**src/rtl/mio_pkg.sv**
```systemverilog
// mio_pkg: register offsets, reset values and status bit positions for the MIO controller
package mio_pkg;
    localparam logic [15:0] KBSR_OFF = 16'd0;
    localparam logic [15:0] KBDR_OFF = 16'd2;
    localparam logic [15:0] DSR_OFF  = 16'd4;
    localparam logic [15:0] DDR_OFF  = 16'd6;
    localparam logic [15:0] MCR_RST  = 16'h8000;
    localparam int BIT_READY = 15;
    localparam int BIT_IE    = 14;
    localparam int BIT_OVF   = 13;
endpackage

```
**src/rtl/mio_sync_fifo.sv**
```systemverilog
// mio_sync_fifo: single-clock FIFO; a push while full is taken only if a pop frees the slot on the same edge
module mio_sync_fifo #(
    parameter int W = 8,
    parameter int DEPTH = 4,
    localparam int AW = $clog2(DEPTH)
) (
    input  logic         clk,
    input  logic         rst,
    input  logic         push,
    input  logic         pop,
    input  logic [W-1:0] din,
    output logic [W-1:0] dout,
    output logic         full,
    output logic         empty,
    output logic [AW:0]  count
);
    logic [W-1:0] mem [DEPTH];
    logic [AW-1:0] wp, rp;
    logic do_push, do_pop;
    assign full = count == (AW+1)'(DEPTH);
    assign empty = count == '0;
    assign dout = mem[rp];
    // qualify requests against occupancy
    always_comb begin
        do_pop = pop & !empty;
        do_push = push & (!full | do_pop);
    end
    // storage array, no reset needed
    always_ff @(posedge clk) begin
        if (do_push) mem[wp] <= din;
    end
    // pointers wrap naturally because DEPTH is a power of two
    always_ff @(posedge clk) begin
        if (rst) begin
            wp <= '0;
            rp <= '0;
            count <= '0;
        end else begin
            if (do_push) wp <= wp + 1'b1;
            if (do_pop) rp <= rp + 1'b1;
            count <= count + (AW+1)'(do_push) - (AW+1)'(do_pop);
        end
    end
endmodule

```
**src/rtl/mio_fifo_ctrl.sv**
```systemverilog
// mio_fifo_ctrl: LC-3 MIO controller with keyboard/display FIFOs; define MIO_INT_EN for interrupt support
module mio_fifo_ctrl
    import mio_pkg::*;
#(
    parameter int DATA_W = 16,
    parameter int KB_DEPTH = 4,
    parameter int DISP_DEPTH = 4,
    parameter logic [DATA_W-1:0] DEV_BASE = 16'hFE00,
    parameter logic [DATA_W-1:0] MCR_ADDR = 16'hFFFE
) (
    input  logic              clk,
    input  logic              rst,
    input  logic              MIO_EN,
    input  logic              R_W,
    input  logic [DATA_W-1:0] a,
    input  logic [DATA_W-1:0] d_in,
    output logic [DATA_W-1:0] mio_out,
    output logic              R,
    output logic              mem_en,
    input  logic [DATA_W-1:0] mem_d_out,
    input  logic              mem_r,
    input  logic [7:0]        kb_data,
    input  logic              kb_valid,
    output logic              kb_ready,
    output logic [7:0]        disp_data,
    output logic              disp_valid,
    input  logic              disp_ready,
    output logic              mcr_run,
    output logic              irq
);
    localparam int KCW = $clog2(KB_DEPTH) + 1;
    localparam int DCW = $clog2(DISP_DEPTH) + 1;
    logic [DATA_W-1:0] mcr, kbsr, dsr, dev_rdata;
    logic ie_kb, ie_disp, ovf;
    logic sel_kbsr, sel_kbdr, sel_dsr, sel_ddr, sel_mcr, hit, commit, wr;
    logic kb_full, kb_empty, disp_full, disp_empty, kb_pop, disp_push, disp_pop;
    logic [KCW-1:0] kb_count;
    logic [DCW-1:0] disp_count;
    logic [7:0] kb_head;
    // address decode and access handshake; rst forces the handshake outputs idle
    always_comb begin
        sel_kbsr = a == DATA_W'(DEV_BASE + KBSR_OFF);
        sel_kbdr = a == DATA_W'(DEV_BASE + KBDR_OFF);
        sel_dsr = a == DATA_W'(DEV_BASE + DSR_OFF);
        sel_ddr = a == DATA_W'(DEV_BASE + DDR_OFF);
        sel_mcr = a == MCR_ADDR;
        hit = sel_kbsr | sel_kbdr | sel_dsr | sel_ddr | sel_mcr;
        commit = !rst & MIO_EN & hit;
        wr = commit & R_W;
        kb_pop = commit & sel_kbdr & !R_W;
        disp_push = wr & sel_ddr;
        R = !rst & MIO_EN & (hit | mem_r);
        mem_en = !rst & MIO_EN & !hit;
        kb_ready = !rst & !kb_full;
        disp_valid = !rst & !disp_empty;
        disp_pop = disp_valid & disp_ready;
        mcr_run = rst | mcr[15];
    end
    // status register images and read mux
    always_comb begin
        kbsr = '0;
        kbsr[BIT_READY] = !kb_empty;
        kbsr[BIT_IE] = ie_kb;
        kbsr[KCW-1:0] = kb_count;
        dsr = '0;
        dsr[BIT_READY] = !disp_full;
        dsr[BIT_IE] = ie_disp;
        dsr[BIT_OVF] = ovf;
        dsr[DCW-1:0] = disp_count;
        dev_rdata = sel_kbsr ? kbsr :
                    sel_kbdr ? DATA_W'(kb_empty ? 8'h00 : kb_head) :
                    sel_dsr ? dsr :
                    sel_mcr ? mcr : '0;
        mio_out = !MIO_EN ? '0 : hit ? dev_rdata : mem_d_out;
    end
    // MCR and display overflow flag; a W1C clear wins since it cannot coincide with a DDR write
    always_ff @(posedge clk) begin
        if (rst) begin
            mcr <= DATA_W'(MCR_RST);
            ovf <= 1'b0;
        end else begin
            if (wr & sel_mcr) mcr <= d_in;
            if (wr & sel_dsr & d_in[BIT_OVF]) ovf <= 1'b0;
            else if (disp_push & disp_full & !disp_pop) ovf <= 1'b1;
        end
    end
`ifdef MIO_INT_EN
    // interrupt enable bits
    always_ff @(posedge clk) begin
        if (rst) begin
            ie_kb <= 1'b0;
            ie_disp <= 1'b0;
        end else begin
            if (wr & sel_kbsr) ie_kb <= d_in[BIT_IE];
            if (wr & sel_dsr) ie_disp <= d_in[BIT_IE];
        end
    end
    assign irq = !rst & ((!kb_empty & ie_kb) | (!disp_full & ie_disp));
`else
    assign ie_kb = 1'b0;
    assign ie_disp = 1'b0;
    assign irq = 1'b0;
`endif
    mio_sync_fifo #(.W(8), .DEPTH(KB_DEPTH)) u_kb (
        .clk(clk), .rst(rst), .push(kb_valid & kb_ready), .pop(kb_pop), .din(kb_data),
        .dout(kb_head), .full(kb_full), .empty(kb_empty), .count(kb_count)
    );
    mio_sync_fifo #(.W(8), .DEPTH(DISP_DEPTH)) u_disp (
        .clk(clk), .rst(rst), .push(disp_push), .pop(disp_pop), .din(d_in[7:0]),
        .dout(disp_data), .full(disp_full), .empty(disp_empty), .count(disp_count)
    );
endmodule

```
**config.mk**
```make
export PLATFORM = sky130hd
export DESIGN_NAME = mio_fifo_ctrl
export DESIGN_NICKNAME = d
export VERILOG_FILES = /design/src/rtl/mio_pkg.sv /design/src/rtl/mio_sync_fifo.sv /design/src/rtl/mio_fifo_ctrl.sv
export SDC_FILE = /design/constraint.sdc
export NUM_CORES = 1
export LEC_CHECK = 0
export ABC_AREA = 1
export ABC_CLOCK_PERIOD_IN_PS = 4350
export CORE_MARGIN = 5
export CORE_UTILIZATION = 30
export CTS_CLUSTER_SIZE = 12
export DETAILED_ROUTE_END_ITERATION = 10
export PLACE_DENSITY = 0.56
export SETUP_SLACK_MARGIN = 0.3
export SLEW_MARGIN = 20
export SYNTH_ARGS = -nofsm -noshare
export SYNTH_HDL_FRONTEND = slang
export SYNTH_SLANG_ARGS = --single-unit
export TNS_END_PERCENT = 1
```
**constraint.sdc**
```tcl
create_clock -name clk -period 4.35 [get_ports clk]
set_input_delay 0.87 -clock clk [delete_from_list [all_inputs] [get_ports clk]]
set_output_delay 0.87 -clock clk [all_outputs]
set_load 0.05 [all_outputs]
```
==> flow_metrics.env, run 1 <==
export IMPL_outcome="complete, no violations"
export IMPL_min_to="mcr[8]"
export IMPL_num_antenna_cells=0
export IMPL_root_buffer="clkbuf_16"
export IMPL_grt_pass1_wl_mm=19.3
export IMPL_viasPerCell=4.53
export IMPL_nNetsFinal=693
export IMPL_hold_viol=0
export IMPL_grt_max_degree=21
export IMPL_antenna_found_initial=0
export IMPL_clk_latency_ns=0.34
export IMPL_rsz0062_at_grt="no"
export IMPL_start_kind="primary input"
export IMPL_drive_above_1_share_pct=13.2
export IMPL_drt_iter0_drc=204
export IMPL_die_area_um2=18300
export IMPL_p_sw_share_pct=27.1
export IMPL_die_y_um=135
export IMPL_overflow=0
export IMPL_worstPathRequired_ns=3.48
export IMPL_clock_skew_final_ns=0.00411
export IMPL_dr_pass1_iters=4
export IMPL_irDropWorstVdd_uv=257
export IMPL_synth_nets=593
export IMPL_vias=3767
export IMPL_place_gp_congestion=0.838
export IMPL_coreArea_um2=15300
export IMPL_relSlewSlack_pct=44.6
export IMPL_hold_buffers=0
export IMPL_fin_crit_sh_pct=87.7
export IMPL_total_power_uw=2130
export IMPL_path_class="in2out"
export IMPL_p_clk_share_pct=34.3
export IMPL_yosysWarnings=0
export IMPL_tightestPinTransition_ns=0.828
export IMPL_area_delta_synth_final_pct=34.5
export IMPL_synth_cells=516
export IMPL_grt_usage_pct=13.2
export IMPL_synth_top_area_cell="edfxtp_1"
export IMPL_ant_nets=0
export IMPL_cts_buffers=9
export IMPL_post_drt_wl_per_cell_um=14.2
export IMPL_rr_endpoint="u_disp.count[2]"
export IMPL_p_switching_uw=578
export IMPL_path_clk_slew_ns=0.07
export IMPL_worstSetupEndpointType="primary output"
export IMPL_htreeDepth=3
export IMPL_ios=93
export IMPL_rr_worst_depth=11
export IMPL_hold_path_startpoint="mcr[8]"
export IMPL_die_w_um=135
export IMPL_synthTopCellsByArea="edfxtp_1 41%, dfxtp_1 15%, nand2_1 7.6%"
export IMPL_setup_viol=0
export IMPL_num_rows=45
export IMPL_numClockSinks=99
export IMPL_synthDistinctLibCells=36
export IMPL_portBuffers=91
export IMPL_start_util_pct=30.8
export IMPL_r2r_setup_slack_ns=1.83
export IMPL_synth_avg_cell_area_um2=9.13
export IMPL_drcViolationCount=0
export IMPL_power_density_nw_per_um2=336
export IMPL_power_internal_uw=1550
export IMPL_ys_seq_area_share_pct=55.6
export IMPL_worstPathArrival_ns=2.94
export IMPL_synth_area_um2=4710
export IMPL_min_period_ns=3.81
export IMPL_ys_ff_latch=99
export IMPL_netlist_area_leader_share_pct=40.8
export IMPL_slew_violations=0
export IMPL_combPwrFrac_pct=16.7
export IMPL_wirelength_mm=11.8
export IMPL_sequentialPowerShare_pct=49.0
export IMPL_reg2reg_from="u_disp.count[1]"
export IMPL_path_max_fanout=9
export IMPL_dp_hpwl_mm=9.06
export IMPL_max_freq_ghz=0.262
export IMPL_whs_path_depth=2
export IMPL_grt_pass1_vias=3812
export IMPL_cts_tree="done"
export IMPL_p_leak_uw=0.00243
export IMPL_hold_path_class="reg2reg"
export IMPL_cap_violations=0
export IMPL_fin_tns_setup_ns=0
export IMPL_clk_path_buf_depth=2
cell usage after synthesis:
cell,count
a21oi_1,38
a21oi_2,9
a221oi_1,1
a22oi_1,3
a31oi_1,8
a41oi_1,1
buf_1,1
buf_12,1
buf_2,2
buf_4,1
clkbuf_1,10
clkinv_1,1
conb_1,1
dfxtp_1,35
edfxtp_1,64
fa_1,2
ha_1,12
inv_1,62
inv_2,1
inv_4,1
nand2_1,96
nand2_2,11
nand3_1,16
nand3_4,1
nand4_1,5
nor2_1,68
nor2_4,3
nor2_8,1
nor3_1,3
nor4_1,1
o211ai_1,2
o21a_1,1
o21ai_0,33
o22ai_1,11
or2_2,8
xor2_1,2
placed cells by master (no fill, tap or decap), types with 3 or more instances in the layout:
master	instances
buf_4	17
ha_1	12
o21ai_0	33
clkbuf_16	9
a21oi_1	38
dfxtp_1	35
edfxtp_1	64
nor2_1	68
clkdlybuf4s50_1	70
clkinv_1	3
nand2_1	96
nand3_1	16
inv_1	62
nand2_2	11
buf_12	17
nor2_4	3
nor3_1	3
a21oi_2	9
a22oi_1	3
a31oi_1	8
o22ai_1	11
nand4_1	5
or2_2	8
area by class of cell:
type | count | area, um^2
Fill cell | 1560 | 8980
Sequential cell | 99 | 2620
Multi-Input combinational cell | 337 | 1770
Timing Repair Buffer | 104 | 1170
Tap cell | 211 | 264
Inverter | 65 | 246
Clock buffer | 10 | 229
Clock inverter | 6 | 41.3
how the worst max path moves through the flow:
stage,startpoint,endpoint,slack [ns],cells after the start
after global placement,a[0],u_kb.count[2],0.46,18
after CTS,a[0],mio_out[2],0.39,12
after global routing,a[11],mio_out[3],0.33,11
after detailed placement,a[0],u_kb.count[2],0.32,18
final,a[9],mio_out[3],0.54,11
after floorplan,a[11],mio_out[4],0.81,10
repair_timing:
item | CTS | global route
endpoints found under the setup margin | 0 | 2
buffers inserted | 0 | 7
gates resized for setup | 0 | 0
stage by stage:
| stage | util, % | instance area (um^2) | hold WS (ns) | cells | setup slack [ns] |
|---|---|---|---|---|---|
| after global routing | 41.4 | 6340 | 0.495 | 832 | 0.329 |
| after global placement | 39.1 | 5990 | 0.456 | 809 | 0.462 |
| final | 41.4 | 6340 | 0.469 | 832 | 0.536 |
| after detailed placement | 39.1 | 5990 | 0.459 | 809 | 0.317 |
| after CTS | 40.9 | 6260 | 0.473 | 825 | 0.390 |
| after floorplan | - | 4710 | 0.434 | 516 | 0.812 |
sequential cells by signal (all words and copies together), names as in the netlist, 2 cells and up, named ones only:
| register | cells |
|---|---|
| mcr | 16 |
| u_kb.mem | 32 |
| u_kb.wp | 2 |
| u_disp.wp | 2 |
| u_disp.mem | 32 |
| u_kb.count | 3 |
| u_disp.count | 3 |
| u_kb.rp | 2 |
| u_disp.rp | 2 |
routing by layer:
layer,part of all wire [%],vias up,GRT usage (%)
met1,45,1757,16.5
met2,49,67,22.4
met3,4.1,22,3.34
met4,1.9,0,4.20
met5,0,-,0
li1,-,1921,-
cells by family after synthesis:
family	after synthesis	share of synthesized area (%)
and+or+nand+nor	213	19.9
AOI/OAI and AO/OA	107	13.1
DFF	99	55.6
buffers and inverters	80	6.90
adders and majority gates	14	4.03
xor gates and xnor gates	2	0.372
other	1	0.0796
power groups by stage:
| stage | clock network (uW) | registers (uW) | logic (uW) |
|---|---|---|---|
| after CTS | 755 | 1040 | 361 |
| after global placement | 0 | 1060 | 351 |
| after global routing | 790 | 1050 | 388 |
| final | 730 | 1040 | 357 |
| after floorplan | 0 | 1060 | 197 |
| after detailed placement | 0 | 1070 | 360 |
worst max-delay path: stages:
cell and delay [ns]:
clkdlybuf4s50_1 0.50, inv_1 0.05, nor2_1 0.07, nand2_1 0.08
nor2_4 0.16, nand2_2 0.16, inv_1 0.17, a21oi_1 0.05
or2_2 0.29, a21oi_1 0.33, buf_12 0.19
Power figures use the tool's default switching activity.
==> run 2: changes to the inputs <==
Settings changed: CORE_ASPECT_RATIO from default to 1.4, CTS_CLUSTER_DIAMETER from default to 40, SLEW_MARGIN 20 to 15.
==> flow_metrics.env, run 2 (synthesis results as in run 1) <==
export IMPL_combPwrFrac_pct=15.9
export IMPL_cts_setup_buffers=0
export IMPL_drcViolationCount=0
export IMPL_tightestPinTransition_ns=0.874
export IMPL_htreeDepth=3
export IMPL_relSlewSlack_pct=41.5
export IMPL_nNetsFinal=688
export IMPL_fin_tns_setup_ns=0
export IMPL_hold_viol=0
export IMPL_drive_above_1_share_pct=12.8
export IMPL_p_leak_uw=0.00243
export IMPL_drt_iter0_drc=185
export IMPL_dp_cells=794
export IMPL_hold_path_class="reg2reg"
export IMPL_top_regs="u_disp.mem: 32 flops, u_kb.mem: 32 flops, mcr: 16 flops"
export IMPL_path_class="in2out"
export IMPL_max_freq_ghz=0.255
export IMPL_power_density_nw_per_um2=355
export IMPL_whs_path_depth=2
export IMPL_portBuffers=91
export IMPL_numClockSinks=99
export IMPL_ant_nets=0
export IMPL_p_sw_share_pct=25.7
export IMPL_min_period_ns=3.92
export IMPL_outcome="complete, no violations"
export IMPL_sequentialPowerShare_pct=46.4
export IMPL_slew_violations=0
export IMPL_cpPeakStageDelay_ns=0.50
export IMPL_irDropWorstVdd_uv=216
export IMPL_utilization_pct=40.8
export IMPL_final_common_cell="nand2_1"
export IMPL_viasPerCell=4.60
export IMPL_cts_tree="done"
export IMPL_num_antenna_cells=0
export IMPL_cts_resized=0
export IMPL_area_delta_synth_final_pct=34.5
export IMPL_rr_endpoint="u_disp.count[2]"
export IMPL_die_w_um=116
export IMPL_wirelength_mm=12.2
export IMPL_layout_cells_non_filler=812
export IMPL_root_buffer="clkbuf_16"
export IMPL_clk_latency_ns=0.34
export IMPL_setup_viol=0
export IMPL_pre_cts_slack_ns=0.318
export IMPL_cts_buffers=9
export IMPL_overflow=0
export IMPL_antenna_found_initial=0
export IMPL_grt_usage_pct=13.7
export IMPL_path_clk_slew_ns=0.07
export IMPL_clock_skew_final_ns=0.00466
export IMPL_power_internal_uw=1670
export IMPL_place_gp_congestion=0.884
export IMPL_fill_cells=1553
export IMPL_grt_pass1_vias=3841
export IMPL_ios=93
export IMPL_cp_slowest_cell="clkdlybuf4s50_1"
export IMPL_clk_path_buf_depth=2
export IMPL_r2r_setup_slack_ns=1.84
export IMPL_grt_max_degree=21
export IMPL_worstPathArrival_ns=3.05
export IMPL_start_kind="primary input"
export IMPL_rsz0062_at_grt="no"
export IMPL_min_to="mcr[5]"
export IMPL_p_clk_share_pct=37.7
export IMPL_num_rows=54
export IMPL_cap_violations=0
export IMPL_hold_path_startpoint="mcr[5]"
export IMPL_start_util_pct=30.3
export IMPL_path_max_fanout=12
export IMPL_p_switching_uw=579
export IMPL_post_drt_wl_per_cell_um=15.0
export IMPL_die_area_um2=18400
export IMPL_fin_ws_ns=0.431
export IMPL_rr_worst_depth=11
export IMPL_layout_common_cells="96 x nand2_1, 70 x clkdlybuf4s50_1, 68 x nor2_1"
export IMPL_dp_hpwl_mm=9.50
export IMPL_worstPathRequired_ns=3.48
export IMPL_vias=3733
export IMPL_dr_pass1_iters=4
export IMPL_coreArea_um2=15500
export IMPL_crit_chain="clkdlybuf4s50_1 -> nand2_1 -> nor2_1 -> nand2_1 -> nor2_4 -> inv_2 -> nand2_2 -> nor2_4 -> buf_4 -> a221oi_1 -> nor2_1 -> buf_12"
export IMPL_grt_pass1_wl_mm=19.6
export IMPL_worstSetupEndpointType="primary output"
export IMPL_fin_crit_sh_pct=90.1
export IMPL_die_y_um=158
export IMPL_hold_buffers=0
export IMPL_reg2reg_from="u_disp.count[1]"
run 2: changes by cell type in the layout (fill, tap and decap cells not counted), sizes merged:
cell,previous run,this run
buf,34,29
clkinvlp,1,2
bufinv,0,2
clkinv,5,2
run 2: worst max path at each step:
stage / slack (ns) / depth (start not counted) / end / from
final: 0.43 / 12 / mio_out[13] / a[7]
after global routing: 0.35 / 12 / mio_out[13] / a[14]
after CTS: 0.39 / 12 / mio_out[2] / a[0]
after detailed placement: 0.32 / 18 / u_kb.count[2] / a[0]
after global placement: 0.42 / 18 / u_kb.count[2] / a[0]
after floorplan: 0.81 / 10 / mio_out[4] / a[11]
run 2: cell type report:
| class | count | area, um^2 | area share [%] |
|---|---|---|---|
| sequential | 99 | 2620 | 41.4 |
| clock buffer | 10 | 229 | 3.61 |
| clock inverter | 6 | 88.8 | 1.40 |
| tap | 196 | 245 | 3.87 |
| inverter | 65 | 246 | 3.89 |
| timing repair buffer | 99 | 1140 | 18.0 |
| multi-input combinational | 337 | 1770 | 27.8 |
run 2: worst max-delay path: cells and delay by family:
family                 cells  cell delay, ns
AND/OR/NAND/NOR            7            0.91
buffers and inverters      4            0.89
AO/OA/AOI/OAI              1            0.37
run 2: power by group through the flow:
stage	Sequential (uW)	Clock, uW	Combinational, uW
after global placement	1060	0	353
after CTS	1040	871	361
after detailed placement	1070	0	360
after global routing	1050	913	393
final	1040	850	357
after floorplan	1060	0	197
run 2: per-stage QoR:
step                      power [uW]  hold WS (ns)  area (um^2)
final                           2250         0.470         6340
after global routing            2350         0.489         6340
after CTS                       2280         0.472         6310
after detailed placement        1420         0.458         6000
after global placement          1420         0.456         6000
after floorplan                 1250         0.434         4710
run 2: routing by layer:
| layer | share of wire [%] | global-route usage [%] |
|---|---|---|
| met3 | 4.7 | 2.81 |
| met5 | 0 | 0 |
| met2 | 52 | 23.8 |
| met1 | 41 | 16.7 |
| met4 | 2.4 | 4.70 |
==> run 3: changes to the inputs <==
Settings changed: CTS_CLUSTER_DIAMETER 40 to 50.
==> results of run 3 <==
Final layout, timing and power as in run 2 (identical DEF).
